===== src/rtl/snes_reader.sv =====
// snes_reader: console-side SNES controller port reader.
// Periodically pulses the latch, clocks out 16 serial bits from the pad,
// and publishes the raw active-low word plus a priority-decoded button index.
// Optional feature: define SNES_READER_DEBOUNCE_EN to require two identical
// consecutive frames (that also differ from the current outputs) before the
// outputs update.
module snes_reader #(
  parameter int HALF_CYC = 72,     // system clocks per SNES half-period, >= 4
  parameter int POLL_CYC = 200000  // system clocks spent idle between frames, >= 1
) (
  input  logic        clk,
  input  logic        reset,
  input  logic        snes_data,
  output logic        snes_latch,
  output logic        snes_clk,
  output logic [15:0] buttons,
  output logic [3:0]  button_idx,
  output logic        valid,
  output logic        busy
);

  localparam int PW  = $clog2(POLL_CYC + 1);
  localparam int PHW = $clog2(2 * HALF_CYC + 1);

  localparam logic [PW-1:0]  POLL_LAST  = PW'(POLL_CYC - 1);
  localparam logic [PHW-1:0] HALF_LAST  = PHW'(HALF_CYC - 1);
  localparam logic [PHW-1:0] LATCH_LAST = PHW'(2 * HALF_CYC - 1);

  typedef enum logic [2:0] {
    S_IDLE,
    S_LATCH,
    S_GAP,
    S_SHIFT_LO,
    S_SHIFT_HI,
    S_DONE
  } state_t;

  state_t         state_q, state_d;
  logic [PW-1:0]  poll_q, poll_d;
  logic [PHW-1:0] phase_q, phase_d;
  logic [3:0]     bit_q, bit_d;
  logic [15:0]    shift_q, shift_d;
  logic           sync1_q, sync1_d;
  logic           sync2_q, sync2_d;
  logic [15:0]    buttons_q, buttons_d;
  logic [3:0]     idx_q, idx_d;
  logic           valid_q, valid_d;
  logic           latch_q, latch_d;
  logic           sclk_q, sclk_d;
  logic           busy_q, busy_d;
`ifdef SNES_READER_DEBOUNCE_EN
  logic [15:0]    prev_q, prev_d;
`endif
  logic           accept;

  // Lowest-numbered pressed (low) button among bits 0..8, else 4'hF.
  function automatic logic [3:0] prio_idx(input logic [15:0] w);
    prio_idx = 4'hF;
    for (int i = 8; i >= 0; i--) begin
      if (!w[i]) prio_idx = 4'(i);
    end
  endfunction

  // Next-state logic: frame sequencing, bit capture, frame acceptance and
  // output decode from the next state so pad-facing outputs are flop-driven.
  always_comb begin
    // NOTE: every variable gets a default before the case so no path leaves
    // it unassigned; that is what keeps this block free of inferred latches.
    state_d   = state_q;
    poll_d    = poll_q;
    phase_d   = phase_q;
    bit_d     = bit_q;
    shift_d   = shift_q;
    buttons_d = buttons_q;
    idx_d     = idx_q;
    valid_d   = 1'b0;
    accept    = 1'b0;
    sync1_d   = snes_data;
    sync2_d   = sync1_q;
`ifdef SNES_READER_DEBOUNCE_EN
    prev_d    = prev_q;
`endif

    case (state_q)
      S_IDLE: begin
        if (poll_q == POLL_LAST) begin
          poll_d  = '0;
          phase_d = '0;
          state_d = S_LATCH;
        end else begin
          poll_d = poll_q + 1'b1;
        end
      end
      S_LATCH: begin
        if (phase_q == LATCH_LAST) begin
          phase_d = '0;
          state_d = S_GAP;
        end else begin
          phase_d = phase_q + 1'b1;
        end
      end
      S_GAP: begin
        bit_d = '0;
        if (phase_q == HALF_LAST) begin
          phase_d = '0;
          state_d = S_SHIFT_LO;
        end else begin
          phase_d = phase_q + 1'b1;
        end
      end
      S_SHIFT_LO: begin
        // Sample late in the low phase: the pad changed data on the previous
        // rising edge, so the synchronized value has long since settled.
        if (phase_q == HALF_LAST) begin
          shift_d[bit_q] = sync2_q;
          phase_d        = '0;
          state_d        = S_SHIFT_HI;
        end else begin
          phase_d = phase_q + 1'b1;
        end
      end
      S_SHIFT_HI: begin
        if (phase_q == HALF_LAST) begin
          phase_d = '0;
          bit_d   = bit_q + 1'b1;
          state_d = (bit_q == 4'd15) ? S_DONE : S_SHIFT_LO;
        end else begin
          phase_d = phase_q + 1'b1;
        end
      end
      S_DONE: begin
`ifdef SNES_READER_DEBOUNCE_EN
        accept = (shift_q == prev_q) && (shift_q != buttons_q);
        prev_d = shift_q;
`else
        accept = 1'b1;
`endif
        if (accept) begin
          buttons_d = shift_q;
          idx_d     = prio_idx(shift_q);
          valid_d   = 1'b1;
        end
        poll_d  = '0;
        state_d = S_IDLE;
      end
      default: begin
        state_d = S_IDLE;
      end
    endcase

    latch_d = (state_d == S_LATCH);
    sclk_d  = (state_d != S_SHIFT_LO);
    busy_d  = (state_d != S_IDLE);
  end

  // State and output registers with synchronous active-high reset.
  always_ff @(posedge clk) begin
    // NOTE: sequential state uses non-blocking assignments so every flop
    // samples its pre-edge _d value regardless of statement order.
    if (reset) begin
      state_q   <= S_IDLE;
      poll_q    <= '0;
      phase_q   <= '0;
      bit_q     <= '0;
      shift_q   <= 16'hFFFF;
      sync1_q   <= 1'b1;
      sync2_q   <= 1'b1;
      buttons_q <= 16'hFFFF;
      idx_q     <= 4'hF;
      valid_q   <= 1'b0;
      latch_q   <= 1'b0;
      sclk_q    <= 1'b1;
      busy_q    <= 1'b0;
`ifdef SNES_READER_DEBOUNCE_EN
      prev_q    <= 16'hFFFF;
`endif
    end else begin
      state_q   <= state_d;
      poll_q    <= poll_d;
      phase_q   <= phase_d;
      bit_q     <= bit_d;
      shift_q   <= shift_d;
      sync1_q   <= sync1_d;
      sync2_q   <= sync2_d;
      buttons_q <= buttons_d;
      idx_q     <= idx_d;
      valid_q   <= valid_d;
      latch_q   <= latch_d;
      sclk_q    <= sclk_d;
      busy_q    <= busy_d;
`ifdef SNES_READER_DEBOUNCE_EN
      prev_q    <= prev_d;
`endif
    end
  end

  assign snes_latch = latch_q;
  assign snes_clk   = sclk_q;
  assign buttons    = buttons_q;
  assign button_idx = idx_q;
  assign valid      = valid_q;
  assign busy       = busy_q;

endmodule


===== config.mk =====
export PLATFORM = sky130hd
export DESIGN_NAME = snes_reader
export DESIGN_NICKNAME = d
export VERILOG_FILES = /design/src/rtl/snes_reader.sv
export SDC_FILE = /design/constraint.sdc
export NUM_CORES = 1
export LEC_CHECK = 0
export BUFFER_PORTS_ARGS = -buffer_cell sky130_fd_sc_hd__buf_2
export CAP_MARGIN = 20
export CORE_MARGIN = 8
export CORE_UTILIZATION = 45
export CTS_CLUSTER_DIAMETER = 60
export DETAILED_ROUTE_END_ITERATION = 12
export SYNTH_ARGS = -nofsm -noshare
export SYNTH_HDL_FRONTEND = slang
export SYNTH_SLANG_ARGS = --single-unit

===== constraint.sdc =====
create_clock -name clk -period 2 [get_ports clk]
set_clock_uncertainty 0.15 [all_clocks]
set_input_delay 0.3 -clock clk [delete_from_list [all_inputs] [get_ports clk]]
set_output_delay 0.3 -clock clk [all_outputs]
set_load 0.02 [all_outputs]

# After elaboration in Yosys (flattened, before gate mapping)
# Cells that the tools add are included.
# W data, S select, Z words.
# word_totals
ff_bits,75
latchBits,0
ramBits,0
romBits,0
input_bits,3
wordCells,69
memories,0
# classes
addsub,3
mul,0
div,0
magnitude_cmp,2
eq_ne,13
n_shift,0
mux,28
n_bitwise,0
n_reduce_logical,10
# ops
operator,count
$mux W4,9
$pmux W18 S2,1
$mux W8,3
$pmux W8 S3,1
$mux W3,7
$add A18 B1 Y18 const B,1
$eq A18 B18 Y1 const B,1
$mux W18,1
$bwmux W16,1
$pmux W3 S5,1
$add A8 B1 Y8 const B,1
$eq A8 B7 Y1 const B,1
$eq A8 B8 Y1 const B,1
$pmux W4 S2,1
$eq A3 B1 Y1 const B,2
$eq A3 B2 Y1 const B,2
$eq A3 B3 Y1 const B,2
$reduce_and A2 Y1,3
$reduce_bool A3 Y1,2
$lt A4 B5 Y1 const B,1
$add A4 B1 Y4 const B,1
$demux W1 S4,1
$eq A4 B4 Y1 const B,1
$ge A4 B1 Y1 const B,1
7 further kinds,10

# Depth between registers and ports, before layout
# Gate-level depths: netlist of the first run.
# logic_depth
word_depth,9
ltp_mapped,7

# Least setup slack after synthesis of the first run
# Ideal clock, no wire load.
# synth_timing
kind,reg-to-reg
from,register poll_q[0]
to,register phase_q[7]
setup_ps,86
arrival_time_ps,1890
t_required_ps,1764
setup_slack_ps,-125
path_stages_with_launch,8
n_path_buf,1
period_less_slack_ps,2125
path_cell_list,dfxtp_1 ha_1 and4_4 nand3_4 o31a_1 buf_6 or3_1 a211oi_1
# synth_between
elab_chain_len,3
# synth_rtl
element,line_no,rtl
start: declaration,39,"logic [PW-1:0] poll_q, poll_d;"
start signal: assignment,179,poll_q <= poll_d;
$eq A18 B18 Y1,86,if (poll_q == POLL_LAST) begin
$ne A2 B2 Y1 (no line),-,
$reduce_and A2 Y1 (no line),-,
end signal: assignment,180,phase_q <= phase_d;
end: declaration,40,"logic [PHW-1:0] phase_q, phase_d;"
# Every way passes these cells.
# A chain may end at the register's enable or synchronous reset.

# Final worst setup path of the first run
# layout_timing
from,register poll_q[0]
to,register phase_q[5]
# The elaborated chain is that of the path after synthesis.

==> results by group, run 1 <==
Worst setup path
  • Critical R2R Capture: phase_q[5]$_SDFFE_PP0P_
  • WP data arrival: roughly 2.1 ns
  • Max FO, Critical Path: 5
  • Setup crit end kind: flip-flop
  • Worst R2R Start: poll_q[0]$_SDFFE_PP0P_
  • Critical path required time: around 2.1 ns
  • FF-to-FF path depth: 6
  • Critical path type: flip-flop to flip-flop
  • Reg-to-reg slack, setup: between 0.02 and 0.03 ns
  • Crit path launch type: flip-flop

Logic synthesis
  • Compound-Gate Fraction of Synth Area: 23.0%
  • Synth area leader: dfxtp_1
  • FF+latch count, synth: 75
  • Post-synth top area share: roughly 43%
  • Synth area leaders: dfxtp_1 (43%), nand2_1 (6.3%), a31oi_1 (4.4%), nand3_1 (3.8%), a21oi_1 (3.1%)
  • Mux contribution to synthesized area: less than 1%
  • Synth Area in Simple Gates: between 20% and 30%
  • Gate Count Post-Synth: 412
  • Netlist cell types: 64
  • EDFF count, synth: 0
  • Largest family of logic cells by synthesized area: simple AND/OR/NAND/NOR gates
  • Post-synthesis xor/xnor area fraction: under 10%
  • Adder-Cell Fraction of Synth Area: between 2 and 2.5%
  • Synthesized area per cell: around 8.6 um2
  • Register area share after synthesis: 42.6%
  • Post-Syn Area: between 3000 and 4000 um2
  • Most common library cells after synthesis: dfxtp_1 (75), nand2_1 (59), nand3_1 (27)
  • Ys async rst share: 0%
  • Net Count, Synth: between 400 and 500
  • Most used DFF post-synth: dfxtp_1
  • Ys Warns: 0
  • Cell with the most instances after synthesis: dfxtp_1

Floorplanning
  • Die area: 10900 um2
  • Die extent in y: around 100 um
  • Boundary pin count: 27
  • Die width: 105 um
  • Initial Util: 46.1%
  • Site row count: 32
  • Core region area: around 7600 um2

CTS
  • Clock transition at path regs: 0.08 ns
  • Clock buffer count from CTS: 9
  • Max Buffers Root-to-Sink: 2
  • H-tree levels: 3
  • Clk root buf: clkbuf_8
  • CTS tree: yes
  • Clk Latency, worst-skew pair: roughly 0.35 ns
  • Clk sinks: 75

Finish
  • Share of cells above drive strength 1: between 30% and 40%
  • Filler cells: between 700 and 800
  • Multi-input gate area: about 2000 um2
  • Synthesis-to-finish area growth: 29.4%
  • Nets: approximately 500
  • ANT cells: 0
  • Finished Cell Area: about 4600 um2
  • Area occupied by registers: 1520 um2
  • Post-Layout Cell Count: approximately 600

Power and ir drop
  • Pwr Total: 2.86 mW
  • P_leak: around 1.8 nW
  • Maximum VDD drop: 0.428 mV
  • P per Cell Area: ~630 nW/um2

STA
  • Worst setup margin: 0.0274 ns
  • Fin Setup TNS: 0 ns
  • Fmax: a little over 500 MHz
  • Final Slew Violations: 0
  • Pin slew with the least headroom to its limit: 0.692 ns
  • Fin crit share: ~100%
  • Slew margin rel.: a little over half
  • # setup viols final: 0
  • Final hold vios: 0
  • RSZ-0062 raised after global routing: true
  • Tmin final: just under 2 ns

Run
  • # Max-Cap Violations: 0

Global routing
  • Total congestion overflow: 0
  • Vias in the first global route: about 3200
  • Largest net degree at the start of global routing: 23
  • First-pass GRT wire length: 14700 um
  • GRT Overall Usage: roughly 16%
  • Initial antenna violation count: 0

Outcome
  • Outcome: complete, no violations

Drt
  • First drt pass iteration count: 4
  • Post-DR vias/cell: between 5 and 6
  • Via count: roughly 3400
  • First DRT Iteration DRCs: around 160
  • Post-route DRC violation count: 0
  • Wire length per cell: between 10 and 15 um
  • DRT Wirelength: 8600 um
  • Routed Antenna Nets: 0

Placement
  • Pre-CTS WS: -0.162 ns
  • # port buffers: 26
  • Area after DPL: 4160 um2
  • Post-Place Cells: 572
  • Gpl congestion: 0.841
  • DP HPWL: roughly 6200 um

Hold path
  • Hold path cells: 2
  • Worst Hold End: poll_q[1]$_SDFFE_PP0P_
  • Hold Crit Start: reset
  • Worst min-delay path class: primary input to flip-flop
==> report_power, final <==
part           internal [mW]  switching (mW)  leakage, nW
clock network          0.596           0.626       0.0984
logic                 0.0554          0.0622         1.13
registers               1.51          0.0113        0.612
==> metal layers <==
| layer | up-vias | share of wire, % | track usage [%] |
|---|---|---|---|
| met1 | 1627 | 49 | 20.2 |
| met5 | - | 0 | 0 |
| met4 | 0 | 1.2 | 4.86 |
| met3 | 14 | 3.3 | 3.97 |
| li1 | 1697 | - | - |
| met2 | 46 | 46 | 25.4 |
==> worst max-delay path: stages (launching register included) <==
cell and delay, ns:
dfxtp_2 0.36, ha_4 0.13, and4_4 0.22, nand3_4 0.08
o31a_1 0.32, or4_1 0.48, a21oi_1 0.16
==> worst max-delay path by stage <==
stage | slack [ns] | from | end
after floorplan | 0.02 | phase_q[0]$_SDFFE_PP0P_ | shift_q[7]$_SDFFE_PP1P_
after global placement | -0.06 | state_q[0]$_SDFF_PP0_ | poll_q[2]$_SDFFE_PP0P_
after detailed placement | -0.16 | state_q[0]$_SDFF_PP0_ | poll_q[14]$_SDFFE_PP0P_
after CTS | -0.006 | poll_q[0]$_SDFFE_PP0P_ | phase_q[5]$_SDFFE_PP0P_
after global routing | -0.03 | poll_q[0]$_SDFFE_PP0P_ | phase_q[5]$_SDFFE_PP0P_
final | 0.03 | poll_q[0]$_SDFFE_PP0P_ | phase_q[5]$_SDFFE_PP0P_
==> metrics by stage <==
| step | util, % | hold WS [ns] |
|---|---|---|
| after global placement | 54.4 | 0.243 |
| after detailed placement | 54.4 | 0.246 |
| after floorplan | - | 0.239 |
| final | 59.6 | 0.166 |
| after global routing | 59.6 | 0.164 |
| after CTS | 57.8 | 0.153 |
==> sequential cells by signal (all words and copies together) (netlist names) <==
| name | cells |
|---|---|
| snes_latch | 1 |
| sync1_q | 1 |
| shift_q | 16 |
| phase_q | 8 |
| sync2_q | 1 |
| poll_q | 18 |
| buttons | 16 |
| snes_clk | 1 |
| bit_q | 4 |
| state_q | 3 |
| valid | 1 |
| busy | 1 |
| button_idx | 4 |
==> cells in the final DEF, fill, tap and decap left out, types with 4 or more instances in the layout <==
cell,count
nand3_1,27
inv_1,13
and2_1,5
dfxtp_1,65
nor2_1,21
dfxtp_2,9
nand2_1,57
a21boi_0,6
a311o_1,8
nor3_1,7
a31oi_1,25
buf_4,59
buf_6,4
nand4_1,5
ha_1,4
xor2_1,4
clkbuf_8,9
a21oi_1,21
or2_2,4
buf_2,26
o21ai_0,16
a211oi_1,8
==> cell type report <==
class	instances	area share, %
multi-input cells	301	43.7
clock inverters	7	1.81
flip-flops and latches	75	33.3
repair buffers	92	14.7
well taps	102	2.80
clock buffers	9	2.72
inverters	13	1.07
==> logic make-up after synthesis <==
family | Yosys count
xor+xnor | 7
fa+ha+maj | 6
flops | 75
simple gates | 166
compound gates | 120
buf+inv | 36
mux | 2
==> repair_timing <==
action | CTS | global route
hold endpoints to repair | 1 | 0
pin swaps | 9 | 13
hold buffers | 1 | 0
buffers inserted | 3 | 7
setup endpoints to repair | 16 | 45
gates resized for setup | 8 | 30
gates cloned | 0 | 0
No activity file was read; power rests on OpenSTA's default activity.
==> run 2, diff against run 1 <==
- clock period: 2 -> 2.5 ns (I/O delays scaled with it)
==> run 2 against run 1 <==
Against the previous run: combinational power fell by 52%; largest cell class unchanged; register-to-register slack improved by 0.13 ns; setup slack improved by 0.13 ns; via count fell by 7.8%; first-iteration DRC count increased by 6.5%; final area decreased by 12%; critical endpoint is now phase_q[6]$_SDFFE_PP0P_; sequential share of layout area up 4.0 points.
==> results by group, run 2 (synthesized netlist as in run 1, its figures left out) <==
Floorplanning
  • Site row count: 32 (unchanged)
  • Die extent in y: 105 um (unchanged)
  • Die area: 10900 um2 (unchanged)
  • Initial Util: 46.1% (unchanged)
  • Die width: 105 um (unchanged)
  • Core region area: 7650 um2 (unchanged)
  • Boundary pin count: 27 (unchanged)

Finish
  • ANT cells: 0 (unchanged)
  • Filler cells: 749 (+3.7%)
  • Nets: 448 (-11%)
  • Post-Layout Cell Count: 546 (-8.8%)
  • Finished Cell Area: 4030 um2 (-12%)
  • Largest register FFs: 18 (unchanged)
  • Share of cells above drive strength 1: 16.4% (-14 points)
  • Most frequent cells in the layout: dfxtp_1 (75), nand2_1 (59), nand3_1 (27)
  • Largest Register: poll_q
  • Commonest non-fill, non-tap cell in the layout: dfxtp_1
  • Synthesis-to-finish area growth: 14.4%
  • Final design utilization: 52.7% (-6.9 points)

Placement
  • Post-Place Cells: 530 (-7.3%)
  • DP HPWL: 5520 um (-11%)
  • # port buffers: 26 (unchanged)
  • Gpl congestion: 0.796 (-5.4%)
  • Area after DPL: 3780 um2 (-9.0%)

STA
  • Slew margin rel.: 33.8% (-20 points)
  • Pin slew with the least headroom to its limit: 0.982 ns (+0.290 ns)
  • Fmax: 427 MHz (-16%)
  • # setup viols final: 0 (unchanged)
  • Fin Setup TNS: 0 ns (unchanged)
  • RSZ-0062 raised after global routing: false
  • Tmin final: 2.34 ns (+0.368 ns)
  • Fin crit share: 93.6% (-5.0 points)
  • Final Slew Violations: 0 (unchanged)
  • Final hold vios: 0 (unchanged)

Power and ir drop
  • Maximum VDD drop: 0.327 mV (-24%)
  • P per Cell Area: 604 nW/um2 (-3.6%)
  • Clock share of power: 47.5% (+4.7 points)
  • Sequential Power Share: 50.1% (-3.0 points)
  • Internal: 1.90 mW (-12%)
  • P_leak: 1.54 nW (-16%)
  • Comb pwr share: 2.3% (-1.8 points)
  • Sw Pwr: 538 uW (-23%)
  • Switch share: 22.1% (-2.4 points)

Global routing
  • First-pass GRT wire length: 13700 um (-6.4%)
  • GRT Overall Usage: 14.9% (-0.85 points)
  • Initial antenna violation count: 0 (unchanged)
  • Largest net degree at the start of global routing: 27 (+17%)
  • Total congestion overflow: 0 (unchanged)
  • Vias in the first global route: 2884 (-9.8%)

Worst setup path
  • Setup crit end kind: flip-flop
  • Critical path, cell by cell: ha_1 > and4_4 > nand3_4 > o31a_1 > or4_1 > a21oi_1
  • Critical Path Slowest Stage Cell: or4_1
  • Max FO, Critical Path: 12 (+7)
  • CP startpoint: poll_q[0]$_SDFFE_PP0P_
  • Critical path required time: 2.63 ns (+0.51 ns)
  • Critical path type: flip-flop to flip-flop
  • Largest stage delay, worst path: 0.51 ns (+0.03 ns)
  • Worst R2R Start: poll_q[0]$_SDFFE_PP0P_
  • WP data arrival: 2.47 ns (+0.38 ns)
  • Crit path launch type: flip-flop

Drt
  • Post-DR vias/cell: 5.71 (+1.1%)
  • First DRT Iteration DRCs: 165 (+6.5%)
  • Routed Antenna Nets: 0 (unchanged)
  • Via count: 3120 (-7.8%)
  • Post-route DRC violation count: 0 (unchanged)
  • Wire length per cell: 14.6 um (+1.9%)
  • DRT Wirelength: 7980 um (-7.1%)
  • First drt pass iteration count: 5 (+1)

Hold path
  • Worst min-delay path class: primary input to flip-flop
  • Hold Crit Start: snes_data

Outcome
  • Outcome: complete, no violations

CTS
  • Max Buffers Root-to-Sink: 2 (unchanged)
  • Hold buffer count at cts: 0 (-1)
  • H-tree levels: 3 (unchanged)
  • CTS tree: yes
  • Resized cells post-CTS: 0 (-8)
  • Clock transition at path regs: 0.08 ns (about the same)
  • Clk Latency, worst-skew pair: 0.35 ns (about the same)
  • Clock buffer count from CTS: 9 (unchanged)
  • Clk root buf: clkbuf_8
  • Clk sinks: 75 (unchanged)
  • Post-CTS setup buffer count: 0 (-3)

Run
  • # Max-Cap Violations: 0 (unchanged)
run 2: cell count changes in the layout (fill, tap and decap cells not counted), moves of 4 or more:
cell     previous run  this run
buf_4              59        13
dfxtp_1            65        75
dfxtp_2             9         0
o21ai_0            16        21
buf_6               4         0
run 2: area by class of cell:
type	instances	area [um2]	share of cell area [%]
clock inverters	7	124	3.07
inverters	13	48.8	1.21
clock buffers	9	124	3.07
multi-input cells	301	1880	46.6
well taps	102	128	3.16
repair buffers	39	228	5.65
flip-flops and latches	75	1500	37.2
run 2: metal layers:
layer	wire, um	vias to the layer above	track usage [%]
li1	-	1589	-
met5	0	-	0
met2	3500	60	23.3
met4	63	0	5.27
met3	283	4	4.15
met1	4130	1467	19.2
run 2: critical path: cells and delay by family, from the launching register on:
kind	cells	cell delay (ns)
and+or+nand+nor	3	0.89
AOI/OAI and AO/OA	2	0.59
DFF	1	0.41
adders and majority gates	1	0.23
run 2: worst paths after layout:
check                           depth (start not counted)  slack [ns]                       to
worst min register to register                          1        0.27       sync2_q$_SDFF_PP1_
worst max register to register                          6        0.16  phase_q[6]$_SDFFE_PP0P_
worst max-delay path                                    6        0.16  phase_q[6]$_SDFFE_PP0P_
worst min-delay path                                    2        0.06       sync1_q$_SDFF_PP1_
run 2: power by group through the flow:
| stage | sequential (mW) | combinational, mW | clock [mW] |
|---|---|---|---|
| 2_1_floorplan | 1.24 | 0.0426 | 0 |
| 3_3_place_gp | 1.25 | 0.0554 | 0 |
| 3_5_place_dp | 1.25 | 0.0565 | 0 |
| 4_1_cts | 1.22 | 0.0570 | 1.18 |
| 5_1_grt | 1.22 | 0.0642 | 1.23 |
| 6_report | 1.22 | 0.0568 | 1.16 |
run 2: metrics by stage:
step	hold WS [ns]	setup WS, ns	total power [mW]
3_5_place_dp	0.248	0.185	1.30
2_1_floorplan	0.239	0.375	1.29
5_1_grt	0.0415	0.0125	2.51
6_report	0.0576	0.160	2.43
4_1_cts	0.0437	0.172	2.46
3_3_place_gp	0.243	0.254	1.30
